File: src/rtl/clct_best_decoder_fifo.sv
// Decodes the registered 1-of-5 CFEB sort winner, qualifies it against a hit
// threshold, and queues accepted CLCTs in a small FIFO with saturating status counters.
module clct_best_decoder_fifo #(
  parameter int unsigned MXPATB     = 6,
  parameter int unsigned MXKEYBX    = 8,
  parameter int unsigned MXPATC     = 11,
  parameter int unsigned FIFO_DEPTH = 4,
  parameter int unsigned MXCNTB     = 16
) (
  input  logic              clock,
  input  logic              reset_n,
  input  logic              best_vld,
  input  logic [MXPATB-1:0] best_pat,
  input  logic [MXKEYBX-1:0] best_key,
  input  logic [MXPATC-1:0] best_carry,
  input  logic [2:0]        hit_thresh,
  input  logic              cnt_clear,
  output logic              out_vld,
  input  logic              out_rdy,
  output logic [2:0]        out_cfeb,
  output logic [4:0]        out_key,
  output logic [2:0]        out_nhit,
  output logic [2:0]        out_patid,
  output logic              out_bend,
  output logic [MXPATC-1:0] out_carry,
  output logic              fifo_full,
  output logic [MXCNTB-1:0] cnt_accept,
  output logic [MXCNTB-1:0] cnt_drop,
  output logic [MXCNTB-1:0] cnt_ovf
);

  localparam int unsigned AW   = $clog2(FIFO_DEPTH);
  localparam int unsigned PTRW = AW + 1;
  localparam int unsigned EW   = 3 + 5 + MXPATB + MXPATC;

  logic              s1_vld_q,   s1_vld_d;
  logic [MXPATB-1:0] s1_pat_q,   s1_pat_d;
  logic [MXKEYBX-1:0] s1_key_q,  s1_key_d;
  logic [MXPATC-1:0] s1_carry_q, s1_carry_d;

  logic [EW-1:0]     mem_q [FIFO_DEPTH];
  logic [EW-1:0]     mem_d [FIFO_DEPTH];
  logic [PTRW-1:0]   wr_ptr_q, wr_ptr_d;
  logic [PTRW-1:0]   rd_ptr_q, rd_ptr_d;
  logic [MXCNTB-1:0] cnt_accept_q, cnt_accept_d;
  logic [MXCNTB-1:0] cnt_drop_q,   cnt_drop_d;
  logic [MXCNTB-1:0] cnt_ovf_q,    cnt_ovf_d;

  logic [2:0]    s1_cfeb, s1_nhit;
  logic          bad_key, qual, empty, full, pop, push, ovf, drop;
  logic [EW-1:0] head;

  function automatic logic [MXCNTB-1:0] sat_inc(input logic [MXCNTB-1:0] c);
    return (&c) ? c : c + MXCNTB'(1);
  endfunction

  // Decode and qualify the stage-1 candidate; derive FIFO control from the pointers.
  always_comb begin
    s1_cfeb = s1_key_q[7:5];
    s1_nhit = s1_pat_q[5:3];
    bad_key = s1_cfeb > 3'd4;
    qual    = s1_vld_q && !bad_key && (s1_nhit >= hit_thresh);
    empty   = (wr_ptr_q == rd_ptr_q);
    full    = (wr_ptr_q[AW] != rd_ptr_q[AW]) && (wr_ptr_q[AW-1:0] == rd_ptr_q[AW-1:0]);
    pop     = !empty && out_rdy;
    push    = qual && (!full || pop);
    ovf     = qual && full && !pop;
    drop    = s1_vld_q && !qual;
  end

  always_comb begin
    s1_vld_d   = best_vld;
    s1_pat_d   = best_pat;
    s1_key_d   = best_key;
    s1_carry_d = best_carry;
    mem_d      = mem_q;
    wr_ptr_d   = wr_ptr_q;
    rd_ptr_d   = rd_ptr_q;
    if (push) begin
      mem_d[wr_ptr_q[AW-1:0]] = {s1_cfeb, s1_key_q[4:0], s1_pat_q, s1_carry_q};
      wr_ptr_d = wr_ptr_q + PTRW'(1);
    end
    if (pop) rd_ptr_d = rd_ptr_q + PTRW'(1);
  end

  // Clear wins over a same-cycle increment.
  always_comb begin
    cnt_accept_d = push ? sat_inc(cnt_accept_q) : cnt_accept_q;
    cnt_drop_d   = drop ? sat_inc(cnt_drop_q)   : cnt_drop_q;
    cnt_ovf_d    = ovf  ? sat_inc(cnt_ovf_q)    : cnt_ovf_q;
    if (cnt_clear) begin
      cnt_accept_d = '0;
      cnt_drop_d   = '0;
      cnt_ovf_d    = '0;
    end
  end

  always_ff @(posedge clock) begin
    if (!reset_n) begin
      s1_vld_q     <= 1'b0;
      s1_pat_q     <= '0;
      s1_key_q     <= '0;
      s1_carry_q   <= '0;
      wr_ptr_q     <= '0;
      rd_ptr_q     <= '0;
      cnt_accept_q <= '0;
      cnt_drop_q   <= '0;
      cnt_ovf_q    <= '0;
      for (int i = 0; i < int'(FIFO_DEPTH); i++) mem_q[i] <= '0;
    end else begin
      s1_vld_q     <= s1_vld_d;
      s1_pat_q     <= s1_pat_d;
      s1_key_q     <= s1_key_d;
      s1_carry_q   <= s1_carry_d;
      wr_ptr_q     <= wr_ptr_d;
      rd_ptr_q     <= rd_ptr_d;
      cnt_accept_q <= cnt_accept_d;
      cnt_drop_q   <= cnt_drop_d;
      cnt_ovf_q    <= cnt_ovf_d;
      for (int i = 0; i < int'(FIFO_DEPTH); i++) mem_q[i] <= mem_d[i];
    end
  end

  // Head is read straight from storage and forced to zero while empty.
  always_comb begin
    head       = mem_q[rd_ptr_q[AW-1:0]] & {EW{!empty}};
    out_vld    = !empty;
    fifo_full  = full;
    out_cfeb   = head[EW-1 -: 3];
    out_key    = head[EW-4 -: 5];
    out_nhit   = head[MXPATC+5 -: 3];
    out_patid  = head[MXPATC+2 -: 3];
    out_bend   = head[MXPATC];
    out_carry  = head[MXPATC-1:0];
    cnt_accept = cnt_accept_q;
    cnt_drop   = cnt_drop_q;
    cnt_ovf    = cnt_ovf_q;
  end

endmodule

File: config.mk
export PLATFORM = sky130hd
export DESIGN_NAME = clct_best_decoder_fifo
export DESIGN_NICKNAME = d
export VERILOG_FILES = /design/src/rtl/clct_best_decoder_fifo.sv
export SDC_FILE = /design/constraint.sdc
export NUM_CORES = 1
export LEC_CHECK = 0
export ABC_AREA = 1
export BUFFER_PORTS_ARGS = -buffer_cell sky130_fd_sc_hd__buf_2
export CAP_MARGIN = 30
export CORE_ASPECT_RATIO = 0.8
export CORE_MARGIN = 2
export CORE_UTILIZATION = 64
export DETAILED_ROUTE_END_ITERATION = 8
export GPL_TIMING_DRIVEN = 0
export HOLD_SLACK_MARGIN = 0.06
export MAX_ROUTING_LAYER = met4
export PLACE_DENSITY = 0.86
export SLEW_MARGIN = 20
export SYNTH_ARGS = -nofsm -noshare
export SYNTH_HDL_FRONTEND = slang
export SYNTH_SLANG_ARGS = --single-unit
File: constraint.sdc
create_clock -name clock -period 4 [get_ports clock]
set_clock_uncertainty 0.1 [all_clocks]
set_input_delay 0.4 -clock clock [delete_from_list [all_inputs] [get_ports clock]]
set_output_delay 0.4 -clock clock [all_outputs]
set_load 0.03 [all_outputs]
==> flow_results.org, run 1 <==
** Run status
- Run status :: finished clean

** Critical path
- Register-to-Register Setup Slack :: 1.63 ns
- Counting cells, the worst reg-to-reg path comes to 10.
- The worst setup path is launched from a flip-flop.
- Data arrives at the worst endpoint at 2.66 ns.
- Worst r2r src :: s1_pat_q[3]
- Maximum fanout count along the critical path :: 10
- The endpoint identified for the worst register-to-register timing path is mem_q[48].
- Setup crit end :: out_patid[0]
- Beginning of the critical path :: rd_ptr_q[1]
- STA puts the critical path data required time at 3.50 ns.
- The worst setup path is captured at a primary output.
- Kind of critical path :: flip-flop to primary output

** Logic synthesis
- In this run, synthesis produced a sequential element count of 180.
- Cell variety after synth :: 32
- The number of nets in the synthesized netlist is 1579.
- Yosys printed 0 warnings.
- After technology mapping, the gate count stands at 1535.
- After synthesis the cells add up to 9520 um^2.
- Mean cell area of the mapped netlist :: 6.20 um^2
- The share of the Yosys chip area taken by registers is 0.378.

** Clock tree
- Clock-pin slew on the worst setup and hold paths :: 0.07 ns
- The cell sitting at the root of the clock tree is a clkbuf_16.
- Clock latency of the later-clocked register in the worst-skew pair :: 0.43 ns
- TritonCTS created 17 clock buffers.
- The longest clock path from root to sink contains 2 buffers.
- Clock tree from TritonCTS :: built
- The H-tree was split into 4 levels.
- For this design, the sink count on the clock tree is 180.

** Finish
- Leaving out fill and tap cells, the most frequent cells in the layout are nand2_1, inv_1, dfxtp_1, nor2_1, buf_2.
- The area growth from synthesis to layout is 16.6%.
- Summing all flip-flop and latch instances after layout gives 3600 um^2.
- Proportion of layout cells with a drive suffix above 1 :: 0.114
- Fill cells :: 1147
- Leading cell type in the layout, fill and taps excluded :: nand2_1
- Area of the multi-input gates :: 4320 um^2
- The net count of the finished layout is 1726.
- Fin util :: 0.771
- The repair_antennas step left the layout with diodes totalling 0.

** Power
- Clock network fraction of design power :: 0.400
- Cell internal power was estimated by the tool at 3.08 mW.
- Power density normalized to cell area :: 391 nW/um^2
- The share of total power dissipated in combinational logic is 0.173.
- The analysis attributes to cell leakage a power of 5.59 nW.
- Power spent charging and discharging nets :: 1.26 mW
- Total power after layout :: 4.34 mW
- Of the total power, the share spent switching nets is 0.289.
- The share of total power dissipated in sequential elements is 0.426.
- Worst vdd rail ir drop :: 0.400 mV

** Route
- WL per Instance :: 13.4 um
- The pre-antenna-repair detailed-routing pass consisted of 5 iterations.
- The final layout contains routed wiring with a total length of 25.2 mm.
- After detailed routing, the number of remaining DRC violations is 0.
- Routed via count :: 9418
- Once detail routing completed, the nets flagged for antenna violations numbered 0.
- After detailed routing, the number of vias per cell comes to 5.01.
- DR iter-0 viols :: 973

** Die
- 109 I/O pins were placed.
- Chip height :: 113 um
- The die is 140 um wide.
- The floorplan step defined a die boundary enclosing 15900 um^2.
- The initial utilization of the core area, before any placement, comes to 0.661.
- After floorplanning, the core was sized to cover 14400 um^2.
- The floorplan has 39 rows.

** STA
- Part of the cycle the worst path needs :: 0.790
- Setup repair after global routing missed its margin :: false
- The number of hold violations in the final report was 0.
- Setup violations remaining at the end of the flow were counted as 0.
- In the final timing run, aggregate negative setup slack is 0 ns.
- Final critical-path required period :: 3.16 ns
- Tightest Pin Transition :: 0.795 ns
- Timing would allow up to 316 MHz.
- Worst-case headroom to the max-slew limit :: 0.470
- The number of slew-limit violations in the final report came to 0.
- The worst path meets setup with 0.840 ns of slack.

** Place
- Buffers on Ports :: 107
- Worst slack at placement :: 1.35 ns
- Summed over all nets, the half-perimeter wirelength after detailed placement is 16.6 mm.
- RePlAce Congestion :: 0.927

** Global routing
- Antenna violations before repair :: 0
- Entering global routing, the biggest net connects 17 pins.
- Across every metal layer, demand over resource in global routing totals 0.330.
- The first global-routing pass estimated 40.7 mm of wire.
- The total overflow left after global routing is 0.
- The via count of the first global-routing pass was 8601.

** Hold path
- Min-Delay Path Class :: input pin to flip-flop

** Run
- Reported max-cap violation count :: 0
-- worst max-delay path, stage by stage (launching register included) --
cell and delay, ns:
dfxtp_1 0.31, buf_4 0.18, inv_4 0.13, nand2_1 0.08
nand2_2 0.10, nand4_1 0.49, clkbuf_1 0.44, nand2_1 0.15
inv_1 0.06, buf_4 0.12, buf_2 0.16
-- what timing repair did --
item	in CTS	in global routing
hold buffers	21	0
setup buffers	0	0
endpoints found under the hold margin	21	0
gates resized for setup	0	0
-- power by group through the flow --
stage               registers (mW)  clock network, mW  logic (mW)
global route                  1.85               1.82       0.821
global placement              1.89                  0       0.700
detailed placement            1.89                  0       0.712
finish                        1.85               1.74       0.752
CTS                           1.85               1.74       0.734
floorplan                     1.89                  0       0.498
-- Yosys cell counts --
library cell  count  area (um^2)
nand2_4           4         45.0
clkbuf_1         29          109
nand4_1           9         56.3
nand2_1         539         2020
nand4_2           1         12.5
a21oi_1         101          505
nor2_4            5         56.3
clkinv_1          1         3.75
a21oi_2           1         8.76
dfxtp_1         180         3600
nand3b_1          1         7.51
inv_1           313         1170
nand3_2           2         20.0
nor2_2            5         31.3
buf_4             7         52.6
nor3_1            3         15.0
buf_6            15          169
xnor2_4           1         27.5
nor2_1          154          578
nand2_2           2         12.5
nand4_4           1         21.3
inv_4             1         6.26
buf_1             6         22.5
buf_2             5         25.0
ha_1             11          138
o21ai_0          59          295
inv_2             8         30.0
nor3b_1           1         7.51
o21ai_1           2         10.0
xnor2_1          13          114
nand3_1          38          190
xor2_1           17          149
-- sequential cells by signal (all words and copies together), names as in the netlist --
signal,cells
s1_key_q,8
cnt_ovf,16
s1_carry_q,11
s1_vld_q,1
wr_ptr_q,3
cnt_drop,16
mem_q,100
cnt_accept,16
rd_ptr_q,3
s1_pat_q,6
-- worst min path at each step --
stage | startpoint | end | cells after the start
floorplan | wr_ptr_q[2] | wr_ptr_q[2] | 2
global placement | wr_ptr_q[2] | wr_ptr_q[2] | 2
detailed placement | cnt_drop[10] | cnt_drop[10] | 2
CTS | best_key[6] | s1_key_q[6] | 3
global route | best_vld | s1_vld_q | 3
finish | best_carry[1] | s1_carry_q[1] | 3
-- layer usage --
layer	vias up	GRT usage	share of wire
met5	-	-	0
met4	0	0.108	0.017
met3	47	0.0656	0.093
met2	402	0.520	0.45
met1	4164	0.429	0.44
li1	4805	-	-
-- area by class of cell --
type | instances | share of cell area
multi-input combinational | 970 | 0.389
sequential | 180 | 0.325
inverter | 323 | 0.109
timing repair buffer | 128 | 0.0672
clock buffer | 24 | 0.0434
buffer | 62 | 0.0340
tap | 184 | 0.0207
clock inverter | 8 | 0.0112
-- cells by family (layout without fill, tap and decap cells) --
logic type	Yosys count	count (layout)	synth area share
XOR/XNOR	31	31	0.0305
AND/OR/NAND/NOR	765	765	0.323
flip-flops	180	180	0.378
buffers and inverters	385	545	0.167
adder cells (fa/ha/maj)	11	11	0.0145
AO/OA/AOI/OAI	163	163	0.0861
-- through the flow --
| step | std cells | area [um^2] | hold slack [ns] |
|---|---|---|---|
| after floorplan | 1535 | 9520 | 0.367 |
| after global placement | 1826 | 10300 | 0.381 |
| after detailed placement | 1826 | 10300 | 0.389 |
| after CTS | 1879 | 11100 | 0.0644 |
| after global routing | 1879 | 11100 | 0.0622 |
| final | 1879 | 11100 | 0.0681 |
Note: power is estimated with default switching activity, not from simulation.
==> run 2, diff against run 1 <==
- CORE_UTILIZATION: 64 -> 59
- PLACE_DENSITY: 0.86 -> 0.8
- clock period: 4 -> 3.1 ns (I/O delays scaled with it)
==> flow_results.org, run 2 (same netlist as run 1, synthesis figures left out) <==
** Finish
- Area added between synthesis and finish :: 17.7%
- The count of cells in the finished layout, fillers not included, comes to 1916.
- In the final layout, the share of cells above drive strength 1 is 0.116.
- 0 antenna diodes ended up in the layout.
- The register with the most flip-flops in the layout has 100 of them.
- Layout Nets :: 1732
- The library cell used most frequently in the layout, excluding fill and tap cells, is nand2_1.
- The filler cells instantiated in the layout total 1429.
- Area of the multi-input gates :: 4320 um^2
- Register ranked first by flip-flop count :: mem_q
- Most frequent cells in the layout :: nand2_1, inv_1, dfxtp_1, nor2_1, buf_2
- Footprint of the flip-flops and latches :: 3600 um^2

** Power
- The share of total power dissipated in combinational logic is 0.172.
- The internal portion of the total power is 3.96 mW.
- Leakage power figure :: 5.63 nW
- Net switching fraction of the power :: 0.297
- Summed over all nets, the switching power comes to 1.67 mW.
- Power density normalized to cell area :: 502 nW/um^2
- Worst vdd rail ir drop :: 0.520 mV
- The share of total power dissipated in sequential elements is 0.424.
- Clock network fraction of design power :: 0.404

** Route
- DRC violations left :: 0
- Dividing the detail-routed wire length by the instance count gives 12.9 um.
- In the routed layout, each cell is associated on average with a via count of 4.81.
- The pre-antenna-repair detailed-routing pass consisted of 5 iterations.
- Final wirelength :: 24.7 mm
- Antenna Violating Nets Remaining :: 0
- DR iter-0 viols :: 669
- The routed layout has 9218 vias.

** STA
- Smallest hold slack :: 0.156 ns
- At the pin with the least slew margin, the transition time is 0.822 ns.
- The number of slew-limit violations in the final report is 0.
- Final critical-path required period :: 2.78 ns
- Of the available clock period, the critical path in the final layout requires 0.897.
- Setup repair after global routing missed its margin :: false
- For this run, the top clock speed supported by timing is 360 MHz.
- The worst pin sits at a relative slew slack of 0.452.
- Setup violations remaining at the end of the flow were counted as 0.
- Setup total negative slack :: 0 ns
- The number of hold violations in the final report came to 0.

** Global routing
- Antenna violations before repair :: 0
- The via count of the first global-routing pass is 8324.
- The first global-routing pass estimated 40.4 mm of wire.
- Pin count of the biggest net entering global routing :: 17
- In the global route stage, overall resource usage came out at 0.299.
- Global routing finished with a remaining overflow of 0.

** Place
- Once placement completed, the tool counted placed cells totaling 1857.
- Hpwl dp :: 16.7 mm
- Routability-driven placement finished with a final weighted congestion of 0.884.
- During placement, the flow inserted port buffers numbering 107.

** Critical path
- List of cells traversed by the critical path :: buf_4, inv_4, nand2_1, nand2_2, nand4_1, clkbuf_1, nand2_1, inv_1, buf_4, buf_2
- Setup slack on the worst reg-to-reg path comes out at 0.66 ns.
- Master of the slowest instance on the critical path :: clkbuf_1
- Category of the worst setup path capture point :: primary output
- Required time at the endpoint of the critical path :: 2.69 ns
- Critical path buffer and inverter count :: 6
- Maximum fanout count along the critical path :: 10
- On the worst path, the slowest cell contributes a delay of 0.47 ns.
- The cell family contributing the most delay on the critical path is buffers and inverters.
- Kind of critical path :: flip-flop to primary output
- Data arrives at the worst endpoint at 2.37 ns.
- STA classifies the critical path startpoint as a flip-flop.

** Clock tree
- TritonCTS built the clock tree.
- Counting along the longest clock path gives a buffer depth of 2.
- Clock latency of the later-clocked register in the worst-skew pair :: 0.44 ns
- Buffers inserted during clock tree synthesis total 17.
- The clock net in this run drives a total of 180 sinks.
- Library cell used as clock root buffer :: clkbuf_16
- The H-tree generated during clock tree synthesis spans 4 levels.
- Clock-pin slew on the worst setup and hold paths :: 0.06 ns

** Die
- Starting density of the core :: 0.603
- Die X :: 146 um
- Total core area :: 15800 um^2
- In this run the vertical extent of the chip is 118 um.
- The floorplan has 41 rows.
- In this run the count of I/O pins placed on the die edge is 109.
- Area of the die :: 17200 um^2

** Run status
- The flow ran to the end, and the final reports show no timing, DRC or antenna violations.

** Run
- Reported max-cap violation count :: 0

** Hold path
- The tightest min-delay check is of the input pin to flip-flop type.
[run 2: tightest hold or removal path, stage by stage]
cell and delay, ns:
buf_2 0.13, nand2_1 0.12, a21oi_1 0.08
[run 2: layout make-up]
type | count | share of cell area
repair buffers | 134 | 0.0717
inverters | 323 | 0.108
clock buffers | 18 | 0.0392
clock inverters | 14 | 0.0157
plain buffers | 62 | 0.0337
flip-flops and latches | 180 | 0.322
well taps | 215 | 0.0240
multi-input cells | 970 | 0.386
[run 2: repair_timing]
action                     CTS  global route
hold endpoints to repair    26             0
hold buffers                26             0
resized for setup            0             0
buffers inserted             0             1
setup endpoints to repair    0             1
[run 2: metrics by stage]
stage / power, mW / cell area [um^2] / utilization / setup slack [ns]
2_1_floorplan: 3.08 / 9520 / - / 0.995
3_3_place_gp: 3.35 / 10300 / 0.653 / 0.607
3_5_place_dp: 3.36 / 10300 / 0.653 / 0.589
4_1_cts: 5.62 / 11200 / 0.709 / 0.122
5_1_grt: 5.86 / 11200 / 0.709 / 0.207
6_report: 5.63 / 11200 / 0.709 / 0.320
[run 2: worst paths after layout]
kind                      from      endpoint  cells past startpoint
setup / recovery   rd_ptr_q[1]  out_patid[0]                     10
setup reg to reg   s1_pat_q[3]     mem_q[39]                     10
hold / removal         out_rdy   rd_ptr_q[1]                      3
hold reg to reg   cnt_drop[10]  cnt_drop[10]                      2
[run 2: power groups by stage]
stage,Combinational (mW),Clock (mW),Sequential [mW]
2_1_floorplan,0.643,0,2.43
3_3_place_gp,0.911,0,2.44
3_5_place_dp,0.917,0,2.44
4_1_cts,0.949,2.29,2.39
5_1_grt,1.07,2.39,2.39
6_report,0.970,2.27,2.39
[run 2: metal layers]
layer / GRT usage / vias to the layer above / wire [um]
met5: - / - / 0
met4: 0.0807 / 0 / 365
met3: 0.0469 / 34 / 1800
met2: 0.467 / 291 / 11000
met1: 0.406 / 4086 / 11500
li1: - / 4807 / -
==> run 3, diff against run 2 <==
- CELL_PAD_IN_SITES_DETAIL_PLACEMENT: unset -> 0
- CELL_PAD_IN_SITES_GLOBAL_PLACEMENT: unset -> 2
- CORE_UTILIZATION: 59 -> 31
- PLACE_DENSITY: 0.8 -> unset
- PLACE_DENSITY_LB_ADDON: unset -> 0.1
- SETUP_SLACK_MARGIN: unset -> 0.5
==> flow_results.org, run 3 (same netlist as run 1, synthesis figures left out) <==
** Run status
- Run status :: finished clean

** STA
- Worst setup slack after layout :: 0.604 ns
- Final hold vios :: 0
- Setup repair after global routing could not meet its margin everywhere.
- Worst-case headroom to the max-slew limit :: 0.463
- Achievable clock frequency :: 401 MHz
- Smallest hold slack :: 0.145 ns
- Final critical-path required period :: 2.50 ns
- Slew Limit Fails :: 0
- At the pin with the least slew margin, the transition time is 0.805 ns.
- In the finished design, the share of the clock period the worst path needs comes to 0.805.
- Number of endpoints failing setup at the final stage :: 0
- For the final routed database, the setup TNS stands at 0 ns.

** Global routing
- Entering global routing, the biggest net connects 17 pins.
- Number of global-route vias before repair :: 8233
- The number of antenna violations at the first check in global routing was 0.
- Wire length of the first global-routing pass :: 46.5 mm
- For this run, the total global-route usage over all layers was measured as 0.197.
- GRT Residual Overflow :: 0

** Finish
- Register ranked first by flip-flop count :: mem_q
- Fill cells :: 3412
- The area growth from synthesis to layout is 21.3%.
- Leaving out fill and tap cells, the most frequent cell in the layout is nand2_1.
- Footprint of the flip-flops and latches :: 3600 um^2
- In the final layout, the multi-input gates occupy 4340 um^2.
- In the layout the commonest cells are nand2_1, inv_1, dfxtp_1, nor2_1, buf_2.
- The number of antenna diodes in the final layout is 0.
- Layout Nets :: 1737
- Number of flip-flops under the largest register name :: 100
- Proportion of layout cells with a drive suffix above 1 :: 0.131

** Hold path
- Min-Delay Path Class :: input pin to flip-flop

** Critical path
- STA classifies the critical path endpoint as a primary output.
- STA classifies the critical path startpoint as a flip-flop.
- List of cells traversed by the critical path :: buf_6, inv_8, nand2_1, nand2_2, nand4_1, clkbuf_4, nand2_1, inv_1, buf_4, buf_2
- The number of buffers and inverters on the critical path is 6.
- Worst path max stage delay :: 0.33 ns
- Kind of critical path :: flip-flop to primary output
- Required time at the endpoint of the critical path :: 2.69 ns
- The cell that appears most often on the critical path is nand2_1.
- At the worst endpoint, the arrival time is 2.09 ns.
- Along the worst path, the maximum fanout reaches 10.
- On the critical path, the stage with the largest delay is an instance of dfxtp_1.
- In this design, the largest share of critical-path delay is due to buffers and inverters.

** Die
- The floorplan step defined a die boundary enclosing 32100 um^2.
- In this run the horizontal extent of the chip is 200 um.
- For this configuration, the core starts out at a cell density of 0.314.
- Number of rows in the core area :: 57
- 109 I/O pins were placed.
- Total core area :: 30300 um^2
- The die is 161 um tall.

** Route
- After detailed routing, the number of vias per cell comes to 4.17.
- DRC violations left :: 0
- Routed via count :: 8844
- After detailed routing, the total wire length is 30.0 mm.
- After detailed routing, the average wire length per cell comes to 14.2 um.
- Number of search-and-repair iterations in the first detailed-routing pass :: 4
- The first routing iteration left 418 violations.
- In this run the remaining antenna-violating nets after routing total 0.

** Power
- VDD sags by at most 0.357 mV.
- Dividing total power by cell area gives a power density of 497 nW/um^2.
- Leakage power figure :: 5.69 nW

** Place
- Hpwl dp :: 20.7 mm
- RePlAce Congestion :: 0.793
- Worst slack at placement :: 0.247 ns
- Buffers on Ports :: 107

** Clock tree
- Clock latency of the later-clocked register in the worst-skew pair :: 0.44 ns
- TritonCTS built the clock tree.
- The H-tree was split into 4 levels.
- Sinks on Clock Net :: 180
- After clock tree synthesis, the clock-pin slew on the worst setup and hold paths is 0.07 ns.
- Buffers inserted during clock tree synthesis total 17.
- The clock passes through at most 2 buffers.
- The cell sitting at the root of the clock tree is a clkbuf_16.

** Run
- Max-cap violations in this run came to 0.
[run 3: final timing paths]
path | depth (start not counted) | from | to | slack, ns
worst max register to register | 11 | s1_pat_q[3] | mem_q[3] | 0.85
worst min-delay path | 3 | out_rdy | rd_ptr_q[0] | 0.14
worst min register to register | 4 | mem_q[82] | mem_q[82] | 0.41
worst max-delay path | 10 | rd_ptr_q[1] | out_patid[0] | 0.60
[run 3: repair_timing]
action,CTS,global route
hold endpoints to repair,26,0
pin swaps,1,1
setup endpoints to repair,27,52
buffers inserted,2,4
resized for setup,20,28
hold buffers,26,0
[run 3: stage by stage]
stage,utilization,instances,cell area [um^2],total power [mW]
CTS,0.379,2115,11500,5.80
floorplan,-,1535,9520,3.08
detailed placement,0.349,2055,10600,3.43
global route,0.381,2119,11500,6.03
finish,0.381,2119,11500,5.74
global placement,0.349,2055,10600,3.43
[run 3: layout make-up]
cell class	count	area share
plain buffers	62	0.0361
clock buffers	19	0.0392
clock inverters	13	0.0127
inverters	323	0.106
multi-input cells	970	0.376
flip-flops and latches	180	0.312
well taps	413	0.0447
repair buffers	139	0.0733
[run 3: power by group]
group	switching, mW	total [mW]	leakage (nW)	internal (mW)
registers	0.0258	2.39	1.46	2.36
clock network	1.04	2.28	0.291	1.24
logic	0.728	1.07	3.94	0.344
[run 3: per-layer routing]
layer  wire length (um)  vias up  track usage
li1                   -     4819            -
met1              16100     3878        0.288
met2              12700      129        0.289
met3                969       18       0.0269
met4                223        0       0.0384
met5                  0        -            -
[run 3: worst min-delay path, delay by kind of cell]
| kind | cells | cell delay [ns] |
|---|---|---|
| buffers and inverters | 1 | 0.13 |
| AOI/OAI and AO/OA | 1 | 0.07 |
| and+or+nand+nor | 1 | 0.12 |
